===== src/rtl/pipeline_pkg.sv =====
// Shared types and defaults for the pipeline hazard/forwarding controller.
package pipeline_pkg;

    // Upper bound on ADDR_W. The shadow struct lives in the package, so it
    // cannot take the module's width as a parameter. Narrower addresses are
    // zero-extended into this field.
    localparam int RD_MAX_W       = 8;

    localparam int DEF_DEPTH      = 3;
    localparam int DEF_LOAD_READY = 2;

    // A forwarding select of 0 means "read the register file".
    localparam int FWD_REGFILE    = 0;

    typedef struct packed {
        logic                valid;
        logic                reg_write;
        logic                mem_read;
        logic [RD_MAX_W-1:0] rd;
    } shadow_entry_t;

    localparam int ENTRY_W = $bits(shadow_entry_t);

endpackage


===== src/rtl/hazard_shadow_pipe.sv =====
// DEPTH-entry shift register of destination tags for in-flight instructions.
// Entry 0 is EX. The back end never stalls, so the register shifts on every
// edge and the oldest entry retires.
module hazard_shadow_pipe
    import pipeline_pkg::*;
#(
    parameter int DEPTH = DEF_DEPTH
) (
    input  logic                     clk,
    input  logic                     reset,
    input  logic                     i_ins_valid,
    input  shadow_entry_t            i_entry,
    output logic [DEPTH*ENTRY_W-1:0] o_entries
);

    logic [DEPTH*ENTRY_W-1:0] r_pipe;
    shadow_entry_t            w_in;

    // A rejected issue (stall, flush or idle ID) enters the pipe as an invalid bubble.
    always_comb begin
        w_in = i_ins_valid ? i_entry : shadow_entry_t'('0);
    end

    // Shift toward older entries and insert the new tag at entry 0.
    always_ff @(posedge clk) begin
        if (reset) begin
            r_pipe <= '0;
        end else begin
            r_pipe <= {r_pipe[(DEPTH-1)*ENTRY_W-1:0], w_in};
        end
    end

    assign o_entries = r_pipe;

endmodule


===== src/rtl/pipeline_hazard_ctrl.sv =====
// Hazard and forwarding controller. It generates the load-use stall, the
// branch flush and the registered EX operand selects from a shadow pipeline
// of destination tags.
module pipeline_hazard_ctrl
    import pipeline_pkg::*;
#(
    parameter int ADDR_W     = 5,
    parameter int DEPTH      = DEF_DEPTH,
    parameter int LOAD_READY = DEF_LOAD_READY,
    parameter int CNT_W      = 16,
    parameter int SEL_W      = $clog2(DEPTH)
) (
    input  logic              clk,
    input  logic              reset,
    input  logic              id_valid,
    input  logic [ADDR_W-1:0] id_rs,
    input  logic [ADDR_W-1:0] id_rt,
    input  logic              id_uses_rs,
    input  logic              id_uses_rt,
    input  logic              id_reg_write,
    input  logic              id_mem_read,
    input  logic [ADDR_W-1:0] id_rd,
    input  logic              ex_branch_taken,
    output logic              stall,
    output logic              bubble,
    output logic              flush,
    output logic [SEL_W-1:0]  fwd_sel_rs,
    output logic [SEL_W-1:0]  fwd_sel_rt,
    output logic [CNT_W-1:0]  stall_cnt,
    output logic [CNT_W-1:0]  flush_cnt
);

    logic [DEPTH*ENTRY_W-1:0] w_entries;
    shadow_entry_t            w_id_entry;
    logic                     w_issue;
    logic                     w_lu;
    logic                     w_flush;
    logic [SEL_W:0]           w_m_rs;
    logic [SEL_W:0]           w_m_rt;
    logic [SEL_W-1:0]         r_fwd_rs;
    logic [SEL_W-1:0]         r_fwd_rt;
    logic [CNT_W-1:0]         r_stall_cnt;
    logic [CNT_W-1:0]         r_flush_cnt;

    // Returns {load_use, select} for one source. The scan runs from oldest to
    // youngest, so the youngest matching producer overwrites older ones. A
    // match in the last entry selects the register file, which already sees
    // that write through.
    function automatic logic [SEL_W:0] match_src(
        input logic [RD_MAX_W-1:0]      src,
        input logic                     uses,
        input logic [DEPTH*ENTRY_W-1:0] ents
    );
        shadow_entry_t    e;
        logic             lu;
        logic [SEL_W-1:0] sel;
        lu  = 1'b0;
        sel = SEL_W'(FWD_REGFILE);
        for (int j = DEPTH - 1; j >= 0; j--) begin
            e = ents[j*ENTRY_W +: ENTRY_W];
            if (uses && e.valid && e.reg_write && (e.rd != '0) && (e.rd == src)) begin
                lu  = e.mem_read && ((j + 1) < LOAD_READY);
                sel = ((j + 1) <= (DEPTH - 1)) ? SEL_W'(j + 1) : SEL_W'(FWD_REGFILE);
            end
        end
        return {lu, sel};
    endfunction

    // Hazard detection. Reset masks every combinational output. A flush
    // overrides a stall so that the PC loads the branch target.
    always_comb begin
        w_m_rs  = match_src(RD_MAX_W'(id_rs), id_uses_rs, w_entries);
        w_m_rt  = match_src(RD_MAX_W'(id_rt), id_uses_rt, w_entries);
        w_flush = ex_branch_taken & ~reset;
        w_lu    = id_valid & (w_m_rs[SEL_W] | w_m_rt[SEL_W]) & ~reset;
        stall   = w_lu & ~w_flush;
        bubble  = w_lu | w_flush;
        flush   = w_flush;
        w_issue = id_valid & ~bubble;
        w_id_entry = '{valid:     1'b1,
                       reg_write: id_reg_write,
                       mem_read:  id_mem_read,
                       rd:        RD_MAX_W'(id_rd)};
    end

    hazard_shadow_pipe #(
        .DEPTH (DEPTH)
    ) u_shadow (
        .clk         (clk),
        .reset       (reset),
        .i_ins_valid (w_issue),
        .i_entry     (w_id_entry),
        .o_entries   (w_entries)
    );

    // Operand selects follow the instruction into EX. They are 0 for a bubble or an idle slot.
    always_ff @(posedge clk) begin
        if (reset || !w_issue) begin
            r_fwd_rs <= '0;
            r_fwd_rt <= '0;
        end else begin
            r_fwd_rs <= w_m_rs[SEL_W-1:0];
            r_fwd_rt <= w_m_rt[SEL_W-1:0];
        end
    end

    // Saturating debug counters for stall and flush cycles.
    always_ff @(posedge clk) begin
        if (reset) begin
            r_stall_cnt <= '0;
            r_flush_cnt <= '0;
        end else begin
            if (stall && (r_stall_cnt != '1)) r_stall_cnt <= r_stall_cnt + CNT_W'(1);
            if (flush && (r_flush_cnt != '1)) r_flush_cnt <= r_flush_cnt + CNT_W'(1);
        end
    end

    assign fwd_sel_rs = r_fwd_rs;
    assign fwd_sel_rt = r_fwd_rt;
    assign stall_cnt  = r_stall_cnt;
    assign flush_cnt  = r_flush_cnt;

endmodule


===== config.mk =====
export PLATFORM = sky130hd
export DESIGN_NAME = pipeline_hazard_ctrl
export DESIGN_NICKNAME = d
export VERILOG_FILES = /design/src/rtl/pipeline_pkg.sv /design/src/rtl/hazard_shadow_pipe.sv /design/src/rtl/pipeline_hazard_ctrl.sv
export SDC_FILE = /design/constraint.sdc
export NUM_CORES = 1
export LEC_CHECK = 0
export ABC_AREA = 1
export ABC_CLOCK_PERIOD_IN_PS = 1700
export BUFFER_PORTS_ARGS = -buffer_cell sky130_fd_sc_hd__clkbuf_2
export CAP_MARGIN = 20
export CORE_ASPECT_RATIO = 1.4
export CORE_MARGIN = 2
export CORE_UTILIZATION = 40
export CTS_BUF_LIST = sky130_fd_sc_hd__clkbuf_16
export DETAILED_ROUTE_END_ITERATION = 8
export SKIP_LAST_GASP = 1
export SLEW_MARGIN = 25
export SYNTH_ARGS = -nofsm -noshare
export SYNTH_HDL_FRONTEND = slang
export SYNTH_SLANG_ARGS = --single-unit
export TNS_END_PERCENT = 5

===== constraint.sdc =====
create_clock -name clk -period 1.7 [get_ports clk]
set_input_delay 0 -clock clk [delete_from_list [all_inputs] [get_ports clk]]
set_output_delay 0 -clock clk [all_outputs]
set_load 0.1 [all_outputs]

== Yosys cells after proc, flatten, opt, wreduce, memory -nomap -nowiden ==
Index checks and enable logic that the tools add are counted.

* Memories kept: 0
* Bits in registers: 58
* Word-level logic and storage cells: 59
* ROM bits: 0
* Latch bits: 0
* Output and inout port bits: 39
* Memory bits (writable): 0

* $lt $le $gt $ge: 0
* Reductions and logical operators: 25
* Divide/modulo/power cells: 0
* Multiply operators: 0
* Bitwise gates (word level): 11
* Equal/unequal tests: 6
* Muxes and demuxes: 7
* Add/subtract/negate cells: 2
* Shift operators: 0

{| class="wikitable"
|+ Operators by type and width
! cell !! count
|-
| 16-bit by 1-bit adder with 16-bit output, second input constant || 2
|-
| 8-bit by 5-bit == test with 1-bit output || 4
|-
| 16-bit inequality test, second input constant || 2
|-
| 1-bit logical AND || 18
|-
| 8-bit nonzero test || 2
|-
| 11-bit 2-to-1 mux || 1
|-
| 2-bit OR reduction || 3
|-
| 1-bit AND || 5
|-
| 1-bit 2-to-1 mux || 4
|-
| 2-bit 2-to-1 mux || 2
|-
| 1-bit NOT || 4
|-
| 1-bit OR || 2
|-
| 1-bit zero test || 1
|-
| 1-bit logical OR || 1
|}

== Longest topological paths before layout ==
Gate-level depths: netlist of the first run.

* Depth in word-level cells: 14
* Mapped depth: 12
* Depth with buffers taken out: 12

== Modules after synthesis ==
From an unflattened synthesis of the first run, not the netlist that was laid out.

* Cell total of the unflattened synthesis: 532
* Area total of the unflattened synthesis: 3,524.6 sq um

{| class="wikitable"
|+ By module, submodules not included
! module !! cells each !! times used !! area an instance (sq um)
|-
| pipeline_hazard_ctrl || 428 || 1 || 2,582.5
|-
| hazard_shadow_pipe || 104 || 1 || 942.2
|}

== Worst setup path before layout of the first run ==
No wires, ideal clock.

* Path type: input port to flip-flop
* Start point: input port ex_branch_taken
* End point: register r_stall_cnt[6], in the netlist stall_cnt[6]
* Setup time: 0.119 ns
* Setup slack: -0.810 ns
* Arrival time: 2.391 ns
* Stages: 7
* Cell sequence: inv_2 -> nor2_1 -> inv_2 -> nand3_4 -> inv_2 -> a21oi_1 -> nor2_1

* Longest elaborated chain between the ends: 4

{| class="wikitable"
|+ Ends and longest elaborated chain
! element !! line !! source
|-
| start, declared || pipeline_hazard_ctrl.sv:23 || <nowiki>input logic ex_branch_taken,</nowiki>
|-
| 1-bit AND || pipeline_hazard_ctrl.sv:74 || <nowiki>w_flush = ex_branch_taken & ~reset;</nowiki>
|-
| net flush || pipeline_hazard_ctrl.sv:26 || <nowiki>output logic flush,</nowiki>
|-
| 1-bit NOT || pipeline_hazard_ctrl.sv:76 || <nowiki>stall = w_lu & ~w_flush;</nowiki>
|-
| 1-bit AND || pipeline_hazard_ctrl.sv:76 ||
|-
| net stall || pipeline_hazard_ctrl.sv:24 || <nowiki>output logic stall,</nowiki>
|-
| 1-bit logical AND || pipeline_hazard_ctrl.sv:113 || <nowiki>if (stall && (r_stall_cnt != '1)) r_stall_cnt <= r_stall_cnt + CNT_W'(1);</nowiki>
|-
| end signal, assigned || pipeline_hazard_ctrl.sv:113 ||
|-
| end, declared || pipeline_hazard_ctrl.sv:42 || <nowiki>logic [CNT_W-1:0] r_stall_cnt;</nowiki>
|}

The timed path passes the listed nets, and every way through them passes these cells.
A chain may end at the register's enable or synchronous reset.

== Final worst setup path of the first run ==
* Start point: register u_shadow.r_pipe[1], in the netlist u_shadow.o_entries[1]
* End point: output port stall

* Longest elaborated chain between the ends: 8
* Elaborated cells on any way between the ends: 13
* Those cells by class: 2 x eq/ne; 2 x mux; 4 x bitwise; 5 x reduce/logical

{| class="wikitable"
|+ Ends and longest elaborated chain
! element !! line !! source
|-
| start, declared || hazard_shadow_pipe.sv:16 || <nowiki>logic [DEPTH*ENTRY_W-1:0] r_pipe;</nowiki>
|-
| start signal, assigned || hazard_shadow_pipe.sv:29 || <nowiki>r_pipe <= {r_pipe[(DEPTH-1)*ENTRY_W-1:0], w_in};</nowiki>
|-
| 8-bit nonzero test || pipeline_hazard_ctrl.sv:61 || <nowiki>if (uses && e.valid && e.reg_write && (e.rd != '0) && (e.rd == src)) begin</nowiki>
|-
| 1-bit logical AND (2 in a row) || pipeline_hazard_ctrl.sv:61 ||
|-
| 1-bit 2-to-1 mux || pipeline_hazard_ctrl.sv:61 ||
|-
| 1-bit OR * || pipeline_hazard_ctrl.sv:75 || <nowiki>w_lu = id_valid & (w_m_rs[SEL_W] | w_m_rt[SEL_W]) & ~reset;</nowiki>
|-
| 1-bit AND * (2 in a row) || pipeline_hazard_ctrl.sv:75 ||
|-
| 1-bit AND * || pipeline_hazard_ctrl.sv:76 ||
|-
| end, declared || pipeline_hazard_ctrl.sv:24 ||
|}

Every way passes the cells marked *; elsewhere a longest branch is shown, timed or not.

==> results.yml, run 1 <==
drt:
  detail-route-antenna-nets: 0
  dr.pass1.iters: 5
  wl_mm: 6.30
  vias: 2634
  drt-vias-per-instance: 4.78
  wl_per_cell_um: 11.4
  detail_route.iter0.violations: 85
  route.detailed.drc: 0
critical_path:
  arrival_ns: 1.63
  crit_required_ns: 1.70
  worstSetupStartpointType: "flip-flop"
  crit_path_end_kind: "output port"
  critPathKind: "reg2out"
  path_max_fanout: 6
die:
  core_um2: 6570
  rows: 35
  fp.dieH_um: 102
  die_x_um: 73.7
  start_util: 0.414
  dieArea_um2: 7480
  io_pins: 62
global_routing:
  grt-ovfl-total: 0
  grt_pass1_vias: 2375
  grt_max_degree: 31
  track_usage: 0.176
  antenna_found_initial: 0
  grt_pass1_wl_mm: 10.5
synth:
  synth_cell_types: 32
  synth_seq_area_share: 0.376
  syn_avg_cell_area_um2: 6.83
  syn_nets: 423
  synth_seq_cells: 51
  yosysWarningCount: 0
  postSynthCellCount: 398
  synth_area_um2: 2720
timing:
  slew_headroom: 0.628
  rsz0062_at_grt: "yes"
  holdWs_ns: 0.126
  setup_viol_count_final: 0
  slew_violations: 0
  finalCritPeriodShare: 0.959
  clock_skew_ns: 0.00624
  final.min_clock_period_ns: 1.63
  hold_viol: 0
  worst_pin_slew_ns: 0.561
  finalSetupTns_ns: 0
  max_freq_ghz: 0.614
power_and_ir_drop:
  power_density_nw_per_um2: 686
  power_leakage_nw: 1.57
  ir_drop_mv: 0.344
layout:
  fin_nets: 501
  final_common_cell: "nand2_1"
  drive_above_1_share: 0.346
  antenna_cells: 0
  fillers: 653
  area_delta_synth_final_pct: 28.8
  final_cell_mix: "76 x nand2_1, 65 x nor2_1, 60 x clkbuf_2"
clock_network:
  cts-root-buf: "clkbuf_16"
  htreeDepth: 2
  clk_pin_slew_ns: 0.07
  clk_latency_ns: 0.29
  cts_buffers: 5
  cts_tree: "built"
  cts.path.max_buffers: 2
  numClockSinks: 51
place:
  dp_hpwl_mm: 4.72
  gp_congestion: 0.801
  portBuffers: 61
run:
  drv_cap: 0
outcome:
  status: "finished clean"
hold_path:
  hp-class: "in2reg"
==> what timing repair did <==
item,in CTS,in global routing
resized for setup,2,15
pin swaps,0,4
hold buffers,7,0
hold endpoints to repair,7,0
setup buffers,2,3
setup endpoints to repair,4,32
==> metal layers <==
layer | track usage | vias up | routed length (µm)
met2 | 0.317 | 48 | 3220
met4 | 0.0462 | 0 | 68
met3 | 0.0318 | 5 | 215
li1 | - | 1391 | -
met1 | 0.211 | 1190 | 2800
met5 | 0 | - | 0
==> logic make-up (layout without fill, tap and decap cells) <==
family                   after synthesis  after routing  synth area share
AO/OA/AOI/OAI                         32             32            0.0653
XOR/XNOR                              15             15            0.0483
adder cells (fa/ha/maj)                2              2           0.00920
buffers and inverters                 71            150             0.103
flip-flops                            51             51             0.376
AND/OR/NAND/NOR                      227            227             0.399
==> per-stage QoR <==
stage / utilization / total power [mW] / instance area, µm² / setup WS, ns / instances
global route: 0.533 / 2.50 / 3500 / -0.0498 / 551
global placement: 0.488 / 1.45 / 3200 / 0.0342 / 531
CTS: 0.522 / 2.43 / 3430 / -0.0433 / 548
floorplan: - / 1.39 / 2780 / -0.0823 / 398
detailed placement: 0.488 / 1.45 / 3200 / -0.0243 / 531
finish: 0.533 / 2.40 / 3500 / 0.0705 / 551
==> cell type report <==
cell class / instances / area (µm²) / share of cell area
inverter: 64 / 243 / 0.0693
tap: 74 / 92.6 / 0.0264
clock inverter: 3 / 12.5 / 0.00357
multi-input combinational: 276 / 1470 / 0.420
sequential: 51 / 1070 / 0.306
clock buffer: 5 / 125 / 0.0357
timing repair buffer: 78 / 485 / 0.139
==> registers in the layout, indices dropped and copies added, names as in the netlist <==
| name | flops |
|---|---|
| stall_cnt | 16 |
| fwd_sel_rt | 2 |
| u_shadow.o_entries | 15 |
| flush_cnt | 16 |
| fwd_sel_rs | 2 |
==> worst max-delay path, cell delays in order, from the launching register on <==
cell and delay, ns:
dfxtp_1 0.41, xnor2_1 0.14, nand2_1 0.09, nor2_2 0.15, nand2_4 0.09, nand2_8 0.10
nand3_4 0.10, inv_4 0.10, buf_12 0.17
==> cell usage after synthesis, drive strengths merged <==
| cell type | count | area, µm² |
|---|---|---|
| nor2 | 87 | 384 |
| nand2 | 84 | 352 |
| inv | 64 | 240 |
| dfxtp | 51 | 1020 |
| nand3 | 21 | 128 |
| o21ai | 18 | 93.8 |
| nand4 | 16 | 113 |
| xnor2 | 13 | 114 |
| a21oi | 11 | 55.1 |
| nor3 | 10 | 50.1 |
| or2 | 6 | 37.5 |
| clkbuf | 4 | 15.0 |
| buf | 3 | 23.8 |
| ha | 2 | 25.0 |
| nor3b | 2 | 15.0 |
| o21bai | 2 | 22.5 |
| xor2 | 2 | 17.5 |
| a31oi | 1 | 6.26 |
| and3 | 1 | 6.26 |
==> worst paths after layout <==
kind | slack, ns | cells past startpoint | to | start
setup reg to reg | 0.07 | 9 | stall_cnt[4]$_SDFFE_PP0P_ | u_shadow.o_entries[1]$_SDFF_PP0_
setup / recovery | 0.07 | 8 | stall | u_shadow.o_entries[1]$_SDFF_PP0_
hold / removal | 0.13 | 2 | stall_cnt[0]$_SDFFE_PP0P_ | reset
hold reg to reg | 0.42 | 2 | u_shadow.o_entries[20]$_SDFF_PP0_ | u_shadow.o_entries[9]$_SDFF_PP0_
==> where the power goes <==
part | leakage (nW) | internal (mW) | switching, mW
registers | 0.430 | 1.20 | 0.0108
clock network | 0.0724 | 0.533 | 0.427
logic | 1.07 | 0.0828 | 0.145
total | 1.57 | 1.82 | 0.583
Note: power is estimated with default switching activity, not from simulation.
==> run 2: changes to the inputs <==
- REMOVE_ABC_BUFFERS: not set -> 1
==> run 2 against run 1 <==
Fmax shrank 0.64%; via count grew 1.4%; routed wire length is the same; clock power grew 2%; core utilization shrank 0.32 points; global-route usage shrank 0.092 points; power grew 0.95%; clock-buffer cell count is the same; largest power group unchanged.
==> results.yml, run 2 (synthesis results as in run 1) <==
layout:
  fin_nets: 506
  final_area_um2: 3480
  drive_above_1_share: 0.295
  antenna_cells: 0
  final_cell_mix: "76 x nand2_1, 66 x nor2_1, 59 x clkbuf_2"
  area_delta_synth_final_pct: 28.0
  final_common_cell: "nand2_1"
drt:
  wl_mm: 6.30
  drt-vias-per-instance: 4.81
  wl_per_cell_um: 11.3
  detail-route-antenna-nets: 0
  dr.pass1.iters: 4
  route.detailed.drc: 0
  vias: 2672
  detail_route.iter0.violations: 67
power_and_ir_drop:
  ir_drop_mv: 0.464
  power_leakage_nw: 1.57
  power_density_nw_per_um2: 697
timing:
  finalCritPeriodShare: 0.965
  slew_headroom: 0.633
  hold_viol: 0
  finalSetupTns_ns: 0
  rsz0062_at_grt: "yes"
  setup_viol_count_final: 0
  max_freq_ghz: 0.610
  worst_pin_slew_ns: 0.553
  clock_skew_ns: 0.00635
  slew_violations: 0
  final.min_clock_period_ns: 1.64
critical_path:
  crit_required_ns: 1.70
  r2r_slack_ns: 0.09
  path_max_fanout: 9
  reg2reg_depth: 12
  worstSetupStartpointType: "flip-flop"
  slowest_delay_ns: 0.39
  critPathSlowestCell: "dfxtp_1"
  critPathKind: "reg2out"
  timing.critical_path.from: "u_shadow.o_entries[4]$_SDFF_PP0_"
  path_cells: "inv_2, nand3_2, nor2_1, nor2_2, nand2_4, nand2_8, nand2_2, nand2_1, buf_12"
  critical_path.reg2reg.endpoint: "stall_cnt[14]$_SDFFE_PP0P_"
  arrival_ns: 1.64
  cp_top_family: "simple AND/OR/NAND/NOR gates"
  path_buf_inv: 2
  crit_cells: 9
  crit_end: "bubble"
  crit_path_end_kind: "output port"
  rr_startpoint: "stall_cnt[0]$_SDFFE_PP0P_"
clock_network:
  cts.path.max_buffers: 2
  cts-root-buf: "clkbuf_16"
  cts_tree: "built"
  clk_pin_slew_ns: 0.07
  clk_latency_ns: 0.29
  htreeDepth: 2
  cts_buffers: 5
  numClockSinks: 51
global_routing:
  track_usage: 0.175
  antenna_found_initial: 0
  grt_max_degree: 31
  grt_pass1_wl_mm: 10.4
  grt-ovfl-total: 0
  grt_pass1_vias: 2429
place:
  dp_hpwl_mm: 4.92
  placed_area_um2: 3200
  portBuffers: 61
  gp_congestion: 0.820
hold_path:
  hold_path_startpoint: "id_valid"
  hp-class: "in2reg"
outcome:
  status: "finished clean"
die:
  io_pins: 62
  dieArea_um2: 7480
  fp.dieH_um: 102
  start_util: 0.414
  core_um2: 6570
  rows: 35
  die_x_um: 73.7
run:
  drv_cap: 0
==> run 2: stage by stage <==
step	setup WS [ns]	util	total power, mW	cells	hold slack (ns)
floorplan	-0.919	-	1.38	391	0.0712
global placement	0.0308	0.488	1.46	537	0.218
detailed placement	0.0229	0.488	1.47	537	0.219
global route	-0.0619	0.530	2.52	556	0.0158
CTS	-0.00530	0.524	2.46	555	0.00850
finish	0.0601	0.530	2.42	556	0.00751
==> run 2: repair_timing <==
item,in CTS,in global routing
hold buffers,7,0
gates resized for setup,1,13
pin swaps,0,2
endpoints found under the hold margin,7,0
buffers inserted,3,1
setup endpoints to repair,3,32
gates cloned,0,0
==> run 2: tightest hold or removal path, cell delays in order <==
cell and delay (ns):
clkbuf_2 0.09, nand4_2 0.13, nor2_2 0.04
==> run 2: where the power goes <==
group	leakage (nW)	switching (mW)	internal [mW]
clock	0.0710	0.438	0.538
sequential	0.415	0.00993	1.20
combinational	1.08	0.148	0.0872
==> run 2: area by class of cell <==
cell class                      instances  area (µm²)
Multi-Input combinational cell        276        1440
Tap cell                               74        92.6
Clock buffer                            5         125
Clock inverter                          3        16.3
Inverter                               64         243
Fill cell                             668        3090
Sequential cell                        51        1030
Timing Repair Buffer                   83         531
==> run 2: worst min-delay path by stage <==
stage                                             end  slack [ns]  depth (start not counted)
global route         u_shadow.o_entries[8]$_SDFF_PP0_        0.02                          3
global placement     u_shadow.o_entries[3]$_SDFF_PP0_        0.22                          3
CTS                  u_shadow.o_entries[8]$_SDFF_PP0_       0.009                          3
floorplan           u_shadow.o_entries[20]$_SDFF_PP0_        0.07                          1
finish               u_shadow.o_entries[8]$_SDFF_PP0_       0.008                          3
detailed placement   u_shadow.o_entries[3]$_SDFF_PP0_        0.22                          3
==> run 2: routing by layer <==
metal  GRT usage  share of wire  wire length [µm]  vias up
met1       0.200           0.42              2640     1195
met5           0              0                 0        -
met3      0.0269          0.041               261       10
li1            -              -                 -     1402
met2       0.323           0.52              3270       65
met4      0.0587          0.020               129        0
==> run 3: changes to the inputs <==
- PLACE_DENSITY: not set -> 0.59
==> run 3 against run 2 <==
Sequential power is essentially flat; non-clock buffer count grew 1; core utilization grew 0.50 points; register-to-register slack gained 0.02 ns; largest power group unchanged.
==> results.yml, run 3 (synthesis results as in run 1) <==
timing:
  setup_slack_ns: 0.0846
  holdWs_ns: 0.0328
  max_freq_ghz: 0.619
  worst_pin_slew_ns: 0.562
  slew_headroom: 0.627
  setup_viol_count_final: 0
  slew_violations: 0
  rsz0062_at_grt: "yes"
  finalCritPeriodShare: 0.950
  hold_viol: 0
  clock_skew_ns: 0.00554
  finalSetupTns_ns: 0
  final.min_clock_period_ns: 1.62
die:
  dieArea_um2: 7480
  core_um2: 6570
  fp.dieH_um: 102
  start_util: 0.414
  die_x_um: 73.7
  io_pins: 62
  rows: 35
clock_network:
  cts_tree: "built"
  numClockSinks: 51
  cts-root-buf: "clkbuf_16"
  cts.path.max_buffers: 2
  clk_latency_ns: 0.29
  cts_buffers: 5
  htreeDepth: 2
  clk_pin_slew_ns: 0.07
critical_path:
  cp_top_family: "simple AND/OR/NAND/NOR gates"
  slowest_delay_ns: 0.34
  path_buf_inv: 1
  crit_path_end_kind: "output port"
  crit_top_cell: "nand2_1"
  worstSetupStartpointType: "flip-flop"
  crit_required_ns: 1.70
  critPathSlowestCell: "dfxtp_2"
  path_cells: "xnor2_1, nand2_1, nor2_2, nand2_4, nand2_8, nand2_2, nand2_1, buf_12"
  path_max_fanout: 7
  arrival_ns: 1.62
  critPathKind: "reg2out"
place:
  dp.cells: 534
  portBuffers: 61
  dpl_worst_slack_ns: 0.0144
  gp_congestion: 0.870
  placed_area_um2: 3180
  dp_hpwl_mm: 5.00
layout:
  final_cell_mix: "77 x nand2_1, 64 x nor2_1, 59 x clkbuf_2"
  drive_above_1_share: 0.306
  fillers: 693
  final_common_cell: "nand2_1"
  finalNonFillerCells: 557
  antenna_cells: 0
  fin_util: 0.535
  final_area_um2: 3510
  area_delta_synth_final_pct: 29.2
  fin_nets: 507
global_routing:
  grt_pass1_wl_mm: 10.6
  antenna_found_initial: 0
  grt-ovfl-total: 0
  track_usage: 0.179
  grt_pass1_vias: 2483
  grt_max_degree: 31
hold_path:
  hp-class: "in2reg"
drt:
  drt-vias-per-instance: 4.78
  dr.pass1.iters: 4
  wl_mm: 6.41
  detail-route-antenna-nets: 0
  wl_per_cell_um: 11.5
  route.detailed.drc: 0
  detail_route.iter0.violations: 66
  vias: 2661
power_and_ir_drop:
  power_density_nw_per_um2: 688
  ir_drop_mv: 0.465
  power_leakage_nw: 1.57
  p_total_mw: 2.42
outcome:
  status: "finished clean"
run:
  drv_cap: 0
==> run 3: cell count changes in the layout (fill, tap and decap cells not counted), sizes merged <==
cell    delta
buf        +1
clkinv     +1
inv        -1
==> run 3: worst reg2reg max path, stage by stage, from the launching register on <==
cell and delay (ns):
dfxtp_4 0.36, ha_1 0.16, nand2_1 0.10, nor2_4 0.15
nand2_2 0.10, nor2_4 0.14, nand2_2 0.10, nand2_1 0.10
nor2_1 0.05, nand4_1 0.08, nand2_1 0.06, nand2_1 0.05
nor2_1 0.04
==> run 3: what timing repair did <==
item                       4_1_cts  5_1_grt
resized for setup                2       22
setup endpoints to repair        2       32
pin swaps                        0        4
hold endpoints to repair         7        0
hold buffers                     7        0
setup buffers                    3        5
==> run 3: final cells by class <==
type                       instances  area [µm²]  share of cell area
multi-input combinational        276        1460               0.416
tap                               74        92.6              0.0264
clock inverter                     3        15.0             0.00428
inverter                          64         243              0.0691
timing repair buffer              84         542               0.154
sequential                        51        1030               0.294
clock buffer                       5         125              0.0356
==> run 3: where the power goes <==
part           switching, mW  internal, mW
clock network          0.426         0.536
registers             0.0100          1.21
logic                  0.149        0.0888
total                  0.585          1.83
==> run 3: routing by layer <==
metal	global-route usage	wire, µm	vias to the layer above
li1	-	-	1412
met2	0.339	3360	45
met5	0	0	-
met1	0.201	2760	1198
met3	0.0239	175	6
met4	0.0587	110	0
==> run 3: worst paths after layout <==
check,startpoint,endpoint,slack [ns],cells past startpoint
min reg2reg,u_shadow.o_entries[10]$_SDFF_PP0_,u_shadow.o_entries[21]$_SDFF_PP0_,0.42,2
min,id_valid,u_shadow.o_entries[8]$_SDFF_PP0_,0.03,3
max reg2reg,stall_cnt[0]$_SDFFE_PP0P_,stall_cnt[14]$_SDFFE_PP0P_,0.11,12
max,u_shadow.o_entries[3]$_SDFF_PP0_,bubble,0.08,8
